--- config.mk ---
export PLATFORM = sky130hd
export DESIGN_NAME = id_ex_pipeline_register
export DESIGN_NICKNAME = d
export VERILOG_FILES = /design/src/rtl/id_ex_pipeline_register.sv
export SDC_FILE = /design/constraint.sdc
export NUM_CORES = 1
export LEC_CHECK = 0
export BUFFER_PORTS_ARGS = -buffer_cell sky130_fd_sc_hd__buf_2
export CAP_MARGIN = 20
export CORE_MARGIN = 8
export CORE_UTILIZATION = 36
export DETAILED_ROUTE_END_ITERATION = 8
export PLACE_DENSITY = 0.71
export SYNTH_ARGS = -nofsm -noshare
export SYNTH_HDL_FRONTEND = slang
export SYNTH_SLANG_ARGS = --single-unit
--- constraint.sdc ---
create_clock -name clk_i -period 1.8 [get_ports clk_i]
set_input_delay 0.36 -clock clk_i [delete_from_list [all_inputs] [get_ports clk_i]]
set_output_delay 0.36 -clock clk_i [all_outputs]
set_load 0.01 [all_outputs]
--- src/rtl/id_ex_pipeline_register.sv ---
// ID/EX pipeline boundary register.
// Captures decoded ID fields each cycle. A hazard stall turns the entering
// slot into a bubble, and a branch flush turns it into a kill. A downstream
// hold freezes everything, including the counters. A bubble and a kill clear
// every control bit and every register label. Data fields keep their previous
// values, so the datapath does not toggle on a dead slot.
module id_ex_pipeline_register #(
    parameter int XLEN  = 32,
    parameter int CNT_W = 16
) (
    input  logic             clk_i,
    input  logic             rst_i,
    input  logic             hold_i,
    input  logic             flush_i,
    input  logic             stall_i,
    input  logic             load_store_forward_sel_i,
    input  logic             valid_id_i,
    input  logic [XLEN-1:0]  pc_id_i,
    input  logic [XLEN-1:0]  rs1_data_id_i,
    input  logic [XLEN-1:0]  rs2_data_id_i,
    input  logic [XLEN-1:0]  imm_id_i,
    input  logic [4:0]       rs1_label_id_i,
    input  logic [4:0]       rs2_label_id_i,
    input  logic [4:0]       rd_label_id_i,
    input  logic [3:0]       alu_op_id_i,
    input  logic             alu_src_id_i,
    input  logic             is_load_id_i,
    input  logic             is_store_id_i,
    input  logic             reg_write_id_i,
    input  logic             mem_to_reg_id_i,
    input  logic             branch_id_i,
    output logic             valid_ex_o,
    output logic [XLEN-1:0]  pc_ex_o,
    output logic [XLEN-1:0]  rs1_data_ex_o,
    output logic [XLEN-1:0]  rs2_data_ex_o,
    output logic [XLEN-1:0]  imm_ex_o,
    output logic [4:0]       rs1_label_ex_o,
    output logic [4:0]       rs2_label_ex_o,
    output logic [4:0]       rd_label_ex_o,
    output logic [3:0]       alu_op_ex_o,
    output logic             alu_src_ex_o,
    output logic             is_load_instruction_ex_o,
    output logic             is_store_ex_o,
    output logic             reg_write_ex_o,
    output logic             mem_to_reg_ex_o,
    output logic             branch_ex_o,
    output logic             load_store_forward_sel_ex_o,
    output logic [CNT_W-1:0] bubble_count_o,
    output logic [CNT_W-1:0] flush_count_o
);

    localparam logic [CNT_W-1:0] CNT_MAX = {CNT_W{1'b1}};

    // A kill and a bubble load the same dead-slot contents.
    logic kill_slot;
    // Control bits of a captured instruction only survive when ID holds a real instruction.
    logic ctrl_keep;

    // Classify the slot that enters EX on this edge.
    always_comb begin
        kill_slot = flush_i | stall_i;
        ctrl_keep = valid_id_i;
    end

    // Pipeline register with the priority reset > hold > flush/stall > capture.
    always_ff @(posedge clk_i) begin
        if (rst_i) begin
            valid_ex_o                  <= 1'b0;
            pc_ex_o                     <= '0;
            rs1_data_ex_o               <= '0;
            rs2_data_ex_o               <= '0;
            imm_ex_o                    <= '0;
            rs1_label_ex_o              <= '0;
            rs2_label_ex_o              <= '0;
            rd_label_ex_o               <= '0;
            alu_op_ex_o                 <= '0;
            alu_src_ex_o                <= 1'b0;
            is_load_instruction_ex_o    <= 1'b0;
            is_store_ex_o               <= 1'b0;
            reg_write_ex_o              <= 1'b0;
            mem_to_reg_ex_o             <= 1'b0;
            branch_ex_o                 <= 1'b0;
            load_store_forward_sel_ex_o <= 1'b0;
        end else if (!hold_i) begin
            if (kill_slot) begin
                valid_ex_o                  <= 1'b0;
                rs1_label_ex_o              <= '0;
                rs2_label_ex_o              <= '0;
                rd_label_ex_o               <= '0;
                alu_op_ex_o                 <= '0;
                alu_src_ex_o                <= 1'b0;
                is_load_instruction_ex_o    <= 1'b0;
                is_store_ex_o               <= 1'b0;
                reg_write_ex_o              <= 1'b0;
                mem_to_reg_ex_o             <= 1'b0;
                branch_ex_o                 <= 1'b0;
                load_store_forward_sel_ex_o <= 1'b0;
            end else begin
                valid_ex_o                  <= valid_id_i;
                pc_ex_o                     <= pc_id_i;
                rs1_data_ex_o               <= rs1_data_id_i;
                rs2_data_ex_o               <= rs2_data_id_i;
                imm_ex_o                    <= imm_id_i;
                rs1_label_ex_o              <= rs1_label_id_i;
                rs2_label_ex_o              <= rs2_label_id_i;
                rd_label_ex_o               <= rd_label_id_i;
                alu_op_ex_o                 <= ctrl_keep ? alu_op_id_i : 4'd0;
                alu_src_ex_o                <= ctrl_keep & alu_src_id_i;
                is_load_instruction_ex_o    <= ctrl_keep & is_load_id_i;
                is_store_ex_o               <= ctrl_keep & is_store_id_i;
                reg_write_ex_o              <= ctrl_keep & reg_write_id_i;
                mem_to_reg_ex_o             <= ctrl_keep & mem_to_reg_id_i;
                branch_ex_o                 <= ctrl_keep & branch_id_i;
                load_store_forward_sel_ex_o <= ctrl_keep & load_store_forward_sel_i;
            end
        end
    end

    // Saturating event counters; flush takes precedence, so a simultaneous stall is not counted.
    always_ff @(posedge clk_i) begin
        if (rst_i) begin
            bubble_count_o <= '0;
            flush_count_o  <= '0;
        end else if (!hold_i) begin
            if (flush_i) begin
                if (flush_count_o != CNT_MAX) begin
                    flush_count_o <= flush_count_o + CNT_W'(1);
                end
            end else if (stall_i) begin
                if (bubble_count_o != CNT_MAX) begin
                    bubble_count_o <= bubble_count_o + CNT_W'(1);
                end
            end
        end
    end

endmodule

==> impl_metrics.json, run 1 <==
{
  "antenna_left": 0,
  "power.density_nw_per_um2": 897,
  "synth.yosys.seq_area_share": 0.535,
  "pwr-share-seq": 0.494,
  "clk_latency_ns": 0.42,
  "die_y_um": 155,
  "setup_viol": 0,
  "tightest_slew_ns": 0.625,
  "synth.most_common_cell": "nand2_1",
  "cp.arrival_ns": 2.08,
  "start_kind": "flip-flop",
  "pwr-share-clk": 0.424,
  "die_w_um": 155,
  "drv_cap": 0,
  "synthArstFlopShare": 0,
  "status": "finished clean",
  "diodes": 0,
  "cts_tree": "yes",
  "max-clock-path-buffers": 2,
  "slew_viol_final": 0,
  "fin_nets": 1352,
  "gp_routability_congestion": 0.848,
  "rr_startpoint": "bubble_count_o[1]",
  "dr.pass1.iters": 4,
  "p_sw_mw": 2.29,
  "reg2reg_slack_ns": 0.08,
  "post_route_cells_drive_above_1_share": 0.357,
  "min_from": "alu_op_id_i[1]",
  "drc": 0,
  "yosys-top-cells-area": "dfxtp_1 (53%), nand2_1 (14%), a21oi_1 (11%)",
  "place_ws_ns": 0.0254,
  "fin_skew_ns": 0.0111,
  "synth_edf_count": 0,
  "r2r-end": "bubble_count_o[14]",
  "relSlewSlack": 0.584,
  "holdBufCountCts": 0,
  "cts_buffers": 17,
  "dp_hpwl_um": 16600,
  "top_layer": "met4",
  "grt_overflow": 0,
  "ys.flop_type": "dfxtp_1",
  "routedWlPerCell_um": 15.3,
  "start_util": 0.363,
  "n_fill_cell": 1914,
  "period_needed_ns": 1.72,
  "holdCritPathClass": "in2reg",
  "synth_top_area_share": 0.535,
  "core_area_um2": 19300,
  "drt-total-wl_um": 22500,
  "synth_seq_cells": 187,
  "swShare": 0.263,
  "syn_to_final_growth_pct": 38.7,
  "placementRows": 51,
  "holdWs_ns": 0.159,
  "cp-end-kind": "flip-flop",
  "post_cts_buffers": 0,
  "drtIter0Drc": 392,
  "finalCritPeriodShare": 0.954,
  "synth_warnings": 0,
  "grt_pass1_wl_um": 34900,
  "clock-sinks": 187,
  "combinationalPowerShare": 0.082,
  "portBuffers": 346,
  "root_buffer": "clkbuf_16",
  "wl_met2_um": 10700,
  "cp.required_ns": 2.16,
  "hold_viol_final": 0,
  "dr_wl_met3_um": 2060,
  "holdPathStages": 3,
  "top_level_ports": 347,
  "cts_max_level": 4,
  "placed_cell_area_um2": 9110,
  "ys_types": 42,
  "final_area_um2": 9700,
  "vdd_drop_max_mv": 0.633,
  "p_int_mw": 6.42,
  "whs_endpoint": "alu_op_ex_o[1]",
  "clk_pin_slew_ns": 0.08,
  "num_vias": 7075,
  "synthesis.nets": 1017,
  "met1_length_um": 9210,
  "grt_max_degree": 129,
  "rsz0062_at_grt": "true",
  "reg2reg_depth": 5,
  "synth_area_um2": 7000,
  "total_power_mw": 8.70,
  "fin_tns_setup_ns": 0,
  "antenna_found_initial": 0,
  "worst_slack_ns": 0.0824,
  "avgSynthCellArea_um2": 8.18,
  "worstPathMaxFanout": 10,
  "max_freq_mhz": 582,
  "grt_usage": 0.177,
  "vias_per_cell": 4.82,
  "syn_inst": 855,
  "p_leak_nw": 4.31,
  "die_area_um2": 24200,
  "critPathKind": "reg2reg",
  "synth_top_area_cell": "dfxtp_1",
  "ys_top_cells_by_count": "nand2_1 (270), dfxtp_1 (187), a21oi_1 (151)",
  "grt_pass1_vias": 6741
}
## routing by layer
layer	global-route usage	vias up
li1	-	3559
met1	0.208	3207
met2	0.287	276
met3	0.0680	33
met4	0.0684	0
met5	0	-
## final cells by class
class | instances | area [um^2] | area share
Timing Repair Buffer | 374 | 2010 | 0.207
Inverter | 4 | 15.0 | 0.00155
Tap cell | 265 | 332 | 0.0342
Clock inverter | 14 | 154 | 0.0159
Multi-Input combinational cell | 606 | 3020 | 0.311
Clock buffer | 18 | 429 | 0.0442
Sequential cell | 187 | 3740 | 0.386
## cells in the final DEF, fill, tap and decap left out, drive strengths merged, types with 3 or more instances in the layout
cell type	n
nor2	42
clkinv	7
mux2	8
nand4	11
o21ai	8
nor3	7
nand2b	3
and4	4
nand3	10
a22oi	26
a21oi	151
inv	10
a211oi	4
o31ai	11
buf	374
nor2b	8
or3	8
clkbuf	18
nor4	3
nand2	270
dfxtp	187
nor3b	3
and2	5
or4	9
## power by group through the flow
| stage | combinational (mW) | sequential [mW] | clock [mW] |
|---|---|---|---|
| floorplan | 0.274 | 4.45 | 0 |
| global placement | 0.713 | 4.39 | 0 |
| detailed placement | 0.720 | 4.39 | 0 |
| CTS | 0.721 | 4.30 | 3.80 |
| global route | 0.788 | 4.31 | 3.97 |
| finish | 0.713 | 4.30 | 3.69 |
## how the worst max path moves through the flow
stage | slack, ns | start | end | cells after the start
after floorplan | 0.13 | bubble_count_o[0] | bubble_count_o[4] | 5
after global placement | 0.06 | bubble_count_o[1] | bubble_count_o[14] | 5
after detailed placement | 0.03 | hold_i | bubble_count_o[9] | 5
after CTS | 0.01 | bubble_count_o[1] | bubble_count_o[14] | 5
after global routing | -0.01 | bubble_count_o[0] | bubble_count_o[14] | 5
final | 0.08 | bubble_count_o[1] | bubble_count_o[14] | 5
## what timing repair did
action,4_1_cts,5_1_grt
endpoints found under the setup margin,0,6
gates resized for setup,0,6
hold endpoints to repair,0,0
## registers in the layout, indices dropped and copies added (netlist names), 4 cells and up
register and cells:
rs1_data_ex_o 32, rs2_data_ex_o 32, rd_label_ex_o 5, alu_op_ex_o 4, pc_ex_o 32, rs2_label_ex_o 5, flush_count_o 16, imm_ex_o 32
bubble_count_o 16, rs1_label_ex_o 5
## cells by family after synthesis
group                      after synthesis  share of synthesized area
and+or+nand+nor                        392                      0.249
AOI/OAI and AO/OA                      203                      0.161
DFF                                    187                      0.535
buffers and inverters                   62                     0.0372
muxes                                    9                     0.0143
adders and majority gates                2                    0.00358
## metrics by stage
stage | utilization | cells
2_1_floorplan | - | 855
3_3_place_gp | 0.473 | 1436
3_5_place_dp | 0.473 | 1436
4_1_cts | 0.503 | 1468
5_1_grt | 0.504 | 1468
6_report | 0.504 | 1468
## critical path, cell delays in order (launching register included)
cell,delay [ns]
dfxtp_1,0.34
ha_1,0.20
and3_1,0.21
and4bb_4,0.25
or4_4,0.52
a21oi_2,0.13
Note: power is estimated with default switching activity, not from simulation.
==> run 2, diff against run 1 <==
--- a/config.mk
+++ b/config.mk
@@ -8,9 +8,9 @@
 export BUFFER_PORTS_ARGS = -buffer_cell sky130_fd_sc_hd__buf_2
 export CAP_MARGIN = 20
 export CORE_MARGIN = 8
-export CORE_UTILIZATION = 36
+export CORE_UTILIZATION = 46
 export DETAILED_ROUTE_END_ITERATION = 8
-export PLACE_DENSITY = 0.71
+export PLACE_DENSITY = 0.86
 export SYNTH_ARGS = -nofsm -noshare
 export SYNTH_HDL_FRONTEND = slang
 export SYNTH_SLANG_ARGS = --single-unit
==> constraint.sdc (replaced) <==
create_clock -name clk_i -period 1.95 [get_ports clk_i]
set_input_delay 0.39 -clock clk_i [delete_from_list [all_inputs] [get_ports clk_i]]
set_output_delay 0.39 -clock clk_i [all_outputs]
set_load 0.01 [all_outputs]
==> run 2 against run 1 <==
- hold slack gained 0.026 ns
- die area decreased by 20%
- via count increased by 1.3%
- clock-buffer cell count unchanged
- total power is 6.3% lower
- critical endpoint unchanged
- sequential cell count unchanged
==> impl_metrics.json, run 2 (synthesis results as in run 1) <==
{
  "cp_cell_sequence": "ha_1 > and3_1 > and4bb_2 > or4_1 > a21oi_1",
  "num_vias": 7164,
  "top_level_ports": 347,
  "die_w_um": 139,
  "antenna_found_initial": 1,
  "fin_tns_setup_ns": 0,
  "start_util": 0.466,
  "fin_skew_ns": 0.00845,
  "finalCritPeriodShare": 0.936,
  "relSlewSlack": 0.620,
  "cp-end-kind": "flip-flop",
  "cts_max_level": 4,
  "vdd_drop_max_mv": 0.551,
  "slew_viol_final": 0,
  "p_leak_nw": 4.27,
  "die_y_um": 139,
  "drt-total-wl_um": 22100,
  "cp.arrival_ns": 2.19,
  "root_buffer": "clkbuf_16",
  "reg2reg_depth": 5,
  "period_needed_ns": 1.83,
  "routedWlPerCell_um": 16.0,
  "final_cell_mix": "buf_2 (345), nand2_1 (270), dfxtp_1 (187)",
  "mostFrequentLayoutCell": "buf_2",
  "grt_usage": 0.218,
  "portBuffers": 346,
  "drc": 0,
  "drv_cap": 0,
  "start_kind": "flip-flop",
  "critPathSlowestCell": "or4_1",
  "diodes": 0,
  "clock-sinks": 187,
  "syn_to_final_growth_pct": 36.7,
  "multi_input_area_um2": 3010,
  "core_area_um2": 15000,
  "use_met2": 0.379,
  "dp.cells": 1350,
  "holdCritPathClass": "in2reg",
  "placementRows": 45,
  "grt_max_degree": 74,
  "dr.pass1.iters": 4,
  "max-clock-path-buffers": 2,
  "cts_buffers": 17,
  "gp_routability_congestion": 0.891,
  "fin_nets": 1343,
  "final_util": 0.636,
  "antenna_left": 0,
  "cp.required_ns": 2.31,
  "setup_viol": 0,
  "drtIter0Drc": 425,
  "met3_usage": 0.0896,
  "dp_hpwl_um": 16600,
  "fin_cells": 1382,
  "holdBufCountCts": 0,
  "cts_tree": "yes",
  "clk_pin_slew_ns": 0.08,
  "rsz0062_at_grt": "false",
  "grt_overflow": 0,
  "busiest_layer": "met2",
  "power.density_nw_per_um2": 853,
  "max_freq_mhz": 548,
  "vias_per_cell": 5.18,
  "die_area_um2": 19400,
  "hold_viol_final": 0,
  "worstPathMaxFanout": 15,
  "tightest_slew_ns": 0.571,
  "register_area_um2": 3740,
  "cts_resized": 0,
  "n_fill_cell": 1261,
  "grt_pass1_wl_um": 34500,
  "holdPathStages": 3,
  "critPathKind": "reg2reg",
  "post_route_cells_drive_above_1_share": 0.349,
  "met1_usage": 0.229,
  "clk_latency_ns": 0.43,
  "grt_pass1_vias": 6888,
  "status": "finished clean",
  "post_cts_buffers": 0,
  "slowest_delay_ns": 0.52
}
run 2: changes by cell type in the layout (fill, tap and decap cells not counted), moves of 2 or more:
cell	delta
buf_4	-10
clkinv_4	-3
bufinv_16	+2
clkinvlp_4	+2
clkinv_8	-2
run 2: final cells by class:
| cell class | instances | share of cell area |
|---|---|---|
| inverter | 4 | 0.00157 |
| multi-input combinational | 606 | 0.314 |
| sequential | 187 | 0.391 |
| timing repair buffer | 365 | 0.205 |
| clock buffer | 18 | 0.0449 |
| tap | 188 | 0.0246 |
| clock inverter | 14 | 0.0187 |
run 2: critical path: cells and delay by family (launching register included):
kind / cells / cell delay, ns
DFF: 1 / 0.34
AOI/OAI and AO/OA: 1 / 0.15
adders and majority gates: 1 / 0.22
and+or+nand+nor: 3 / 1.05
run 2: final timing paths:
check | slack, ns | from | to
worst max-delay path | 0.12 | bubble_count_o[0] | bubble_count_o[14]
worst min-delay path | 0.19 | alu_op_id_i[0] | alu_op_ex_o[0]
worst max register to register | 0.12 | bubble_count_o[0] | bubble_count_o[14]
worst min register to register | 0.45 | rs2_data_ex_o[31] | rs2_data_ex_o[31]
run 2: stage by stage:
| stage | power, mW | hold slack, ns | setup WS, ns | area, um^2 |
|---|---|---|---|---|
| after floorplan | 4.36 | 0.481 | 0.283 | 7000 |
| after global placement | 4.69 | 0.438 | 0.151 | 8950 |
| after detailed placement | 4.71 | 0.443 | 0.118 | 8950 |
| after CTS | 8.22 | 0.179 | 0.0875 | 9560 |
| after global routing | 8.43 | 0.174 | 0.0489 | 9560 |
| final | 8.15 | 0.185 | 0.124 | 9560 |
run 2: report_power, final:
group	switching (mW)	internal [mW]
Sequential	0.0498	3.92
Combinational	0.370	0.285
Clock	1.58	1.95
Total	2.00	6.15
run 2: metal layers:
layer / vias to the layer above / wire length [um]
met3: 42 / 2010
met1: 3286 / 8550
met5: - / 8
met4: 2 / 645
li1: 3535 / -
met2: 299 / 10900
==> run 3, diff against run 2 <==
--- a/config.mk
+++ b/config.mk
@@ -5,12 +5,15 @@
 export SDC_FILE = /design/constraint.sdc
 export NUM_CORES = 1
 export LEC_CHECK = 0
+export ABC_AREA = 1
 export BUFFER_PORTS_ARGS = -buffer_cell sky130_fd_sc_hd__buf_2
 export CAP_MARGIN = 20
 export CORE_MARGIN = 8
 export CORE_UTILIZATION = 46
+export CTS_BUF_LIST = sky130_fd_sc_hd__clkbuf_16
 export DETAILED_ROUTE_END_ITERATION = 8
-export PLACE_DENSITY = 0.86
+export GPL_TIMING_DRIVEN = 0
+export PLACE_DENSITY = 0.85
 export SYNTH_ARGS = -nofsm -noshare
 export SYNTH_HDL_FRONTEND = slang
 export SYNTH_SLANG_ARGS = --single-unit
==> run 3 against run 2 <==
- sequential cell count stayed put
- critical path type unchanged
- final cell count is 15% higher
- combinational power is 27% higher
- highest routed layer is now met4
- largest power group unchanged
- via count is 9.7% higher
- first-iteration DRC count is 20% higher
- critical endpoint is now bubble_count_o[9]
==> impl_metrics.json, run 3 <==
{
  "synth.yosys.seq_area_share": 0.512,
  "hold_viol_final": 0,
  "max-clock-path-buffers": 2,
  "fin_tns_setup_ns": 0,
  "pwr-share-seq": 0.469,
  "synth_area_um2": 7320,
  "die_w_um": 142,
  "vdd_drop_max_mv": 0.538,
  "cts_resized": 0,
  "grt_max_degree": 18,
  "power.density_nw_per_um2": 867,
  "start_util": 0.466,
  "synthArstFlopShare": 0,
  "drc": 0,
  "avgSynthCellArea_um2": 7.40,
  "clk_latency_ns": 0.42,
  "p_int_mw": 6.49,
  "combinationalPowerShare": 0.096,
  "finalCritPeriodShare": 0.821,
  "holdBufCountCts": 0,
  "final_util": 0.634,
  "post_cts_buffers": 0,
  "cp.required_ns": 2.27,
  "syn_to_final_growth_pct": 36.1,
  "antenna_left": 0,
  "top_level_ports": 347,
  "antenna_found_initial": 4,
  "grt_overflow": 0,
  "p_sw_mw": 2.15,
  "clock-sinks": 187,
  "vias_per_cell": 4.96,
  "tightest_slew_ns": 0.569,
  "portBuffers": 345,
  "root_buffer": "clkbuf_16",
  "critPathSlowestCell": "dfxtp_1",
  "synth_warnings": 0,
  "placementRows": 46,
  "die_area_um2": 20200,
  "grt_pass1_vias": 7672,
  "rr_startpoint": "bubble_count_o[0]",
  "synth_edf_count": 0,
  "gp_routability_congestion": 0.905,
  "r2r-end": "bubble_count_o[9]",
  "max_freq_mhz": 625,
  "critPathKind": "reg2reg",
  "mostFrequentLayoutCell": "buf_2",
  "cts_max_level": 4,
  "synthesis.nets": 1150,
  "drt-total-wl_um": 25800,
  "slew_viol_final": 0,
  "relSlewSlack": 0.621,
  "grt_usage": 0.251,
  "fin_skew_ns": 0.00807,
  "synth.most_common_cell": "nor2_1",
  "synth_top_area_cell": "dfxtp_1",
  "drtIter0Drc": 509,
  "crit_path_end": "bubble_count_o[9]",
  "ys_top_cells_by_count": "nor2_1 (325), dfxtp_1 (187), o21ai_0 (129)",
  "cts_tree": "yes",
  "core_area_um2": 15700,
  "yosys-top-cells-area": "dfxtp_1 (51%), nor2_1 (17%), o21ai_0 (8.8%)",
  "setup_viol": 0,
  "reg2reg_slack_ns": 0.35,
  "pwr-share-clk": 0.434,
  "ys_types": 29,
  "worstPathMaxFanout": 10,
  "cp.arrival_ns": 1.92,
  "routedWlPerCell_um": 16.3,
  "syn_inst": 988,
  "grt_pass1_wl_um": 40000,
  "ys.flop_type": "dfxtp_1",
  "status": "finished clean",
  "cp-end-kind": "flip-flop",
  "reg2reg_depth": 9,
  "clk_pin_slew_ns": 0.07,
  "period_needed_ns": 1.60,
  "dr.pass1.iters": 5,
  "holdCritPathClass": "in2reg",
  "slowest_delay_ns": 0.42,
  "synth_top_area_share": 0.512,
  "fin_nets": 1514,
  "p_leak_nw": 5.17,
  "synth_seq_cells": 187,
  "final_cell_mix": "buf_2 (379), nor2_1 (325), dfxtp_1 (187)",
  "cp_cell_sequence": "ha_1 > nand2_2 > nor2_4 > nand2_4 > nor2_4 > nor2_4 > buf_6 > a21oi_1 > nor2_1",
  "cts_buffers": 17,
  "start_kind": "flip-flop",
  "swShare": 0.249,
  "drv_cap": 0,
  "crit_top_cell": "nor2_4",
  "rsz0062_at_grt": "false",
  "die_y_um": 142,
  "dp_hpwl_um": 19800,
  "post_route_cells_drive_above_1_share": 0.329,
  "startpoint": "bubble_count_o[0]",
  "num_vias": 7861
}
-- run 3: changes by cell type after synthesis, sizes merged, moves of 8 or more --
| cell | delta |
|---|---|
| inv | +38 |
| o31ai | -11 |
| nand2 | -138 |
| a21oi | -109 |
| o21ai | +124 |
| mux2 | -8 |
| buf | +21 |
| or4 | -9 |
| nor2 | +296 |
| a22oi | -26 |
| nor2b | -8 |
| nand3 | +32 |
| clkbuf | -21 |
| or3 | -8 |
-- run 3: cell type report --
class	count	area, um^2
fillers	1369	5760
flip-flops and latches	187	3740
multi-input cells	701	3120
repair buffers	345	1730
clock buffers	17	425
plain buffers	58	295
well taps	216	270
clock inverters	15	209
inverters	42	158
diodes	4	10.0
-- run 3: worst max-delay path: cells and delay by family, from the launching register on --
kind | cells | cell delay (ns)
compound gates | 1 | 0.14
fa+ha+maj | 1 | 0.25
buf+inv | 1 | 0.14
flops | 1 | 0.42
simple gates | 6 | 0.54
-- run 3: per-layer routing --
metal | wire [um] | GRT usage | share of wire
met2 | 13000 | 0.442 | 0.50
met1 | 9570 | 0.258 | 0.37
met3 | 2450 | 0.0993 | 0.095
met4 | 786 | 0.113 | 0.031
met5 | 0 | 0 | 0
-- run 3: kinds of logic (layout without fill, tap and decap cells) --
group                      count (synthesis)  count (layout)  share of synthesized area
DFF                                      187             187                      0.512
AOI/OAI and AO/OA                        174             174                      0.120
and+or+nand+nor                          523             523                      0.301
xor gates and xnor gates                   2               2                    0.00239
other                                      0               4                          0
adders and majority gates                  2               2                    0.00342
buffers and inverters                    100             477                     0.0619
-- run 3: worst min-delay path by stage --
stage,from,to,slack (ns),cells after the start
2_1_floorplan,load_store_forward_sel_ex_o,load_store_forward_sel_ex_o,0.48,2
3_3_place_gp,load_store_forward_sel_ex_o,load_store_forward_sel_ex_o,0.44,2
3_5_place_dp,is_load_instruction_ex_o,is_load_instruction_ex_o,0.45,2
4_1_cts,rs2_data_id_i[6],rs2_data_ex_o[6],0.16,3
5_1_grt,rs2_data_id_i[16],rs2_data_ex_o[16],0.17,3
6_report,rs2_data_id_i[6],rs2_data_ex_o[6],0.18,3
-- run 3: stage by stage --
step / hold slack, ns / cell area (um^2) / total power [mW] / std cells / worst slack (ns)
finish: 0.178 / 9960 / 8.63 / 1585 / 0.350
floorplan: 0.481 / 7320 / 4.51 / 988 / 0.463
CTS: 0.160 / 9950 / 8.69 / 1581 / 0.351
global placement: 0.440 / 9310 / 4.95 / 1549 / 0.114
detailed placement: 0.452 / 9310 / 4.96 / 1549 / 0.0695
global route: 0.167 / 9960 / 8.93 / 1585 / 0.220
-- run 3: power by group through the flow --
stage / logic (mW) / registers [mW] / clock network (mW)
6_report: 0.830 / 4.05 / 3.75
5_1_grt: 0.913 / 4.07 / 3.95
4_1_cts: 0.837 / 4.05 / 3.80
3_5_place_dp: 0.832 / 4.13 / 0
3_3_place_gp: 0.816 / 4.13 / 0
2_1_floorplan: 0.306 / 4.21 / 0
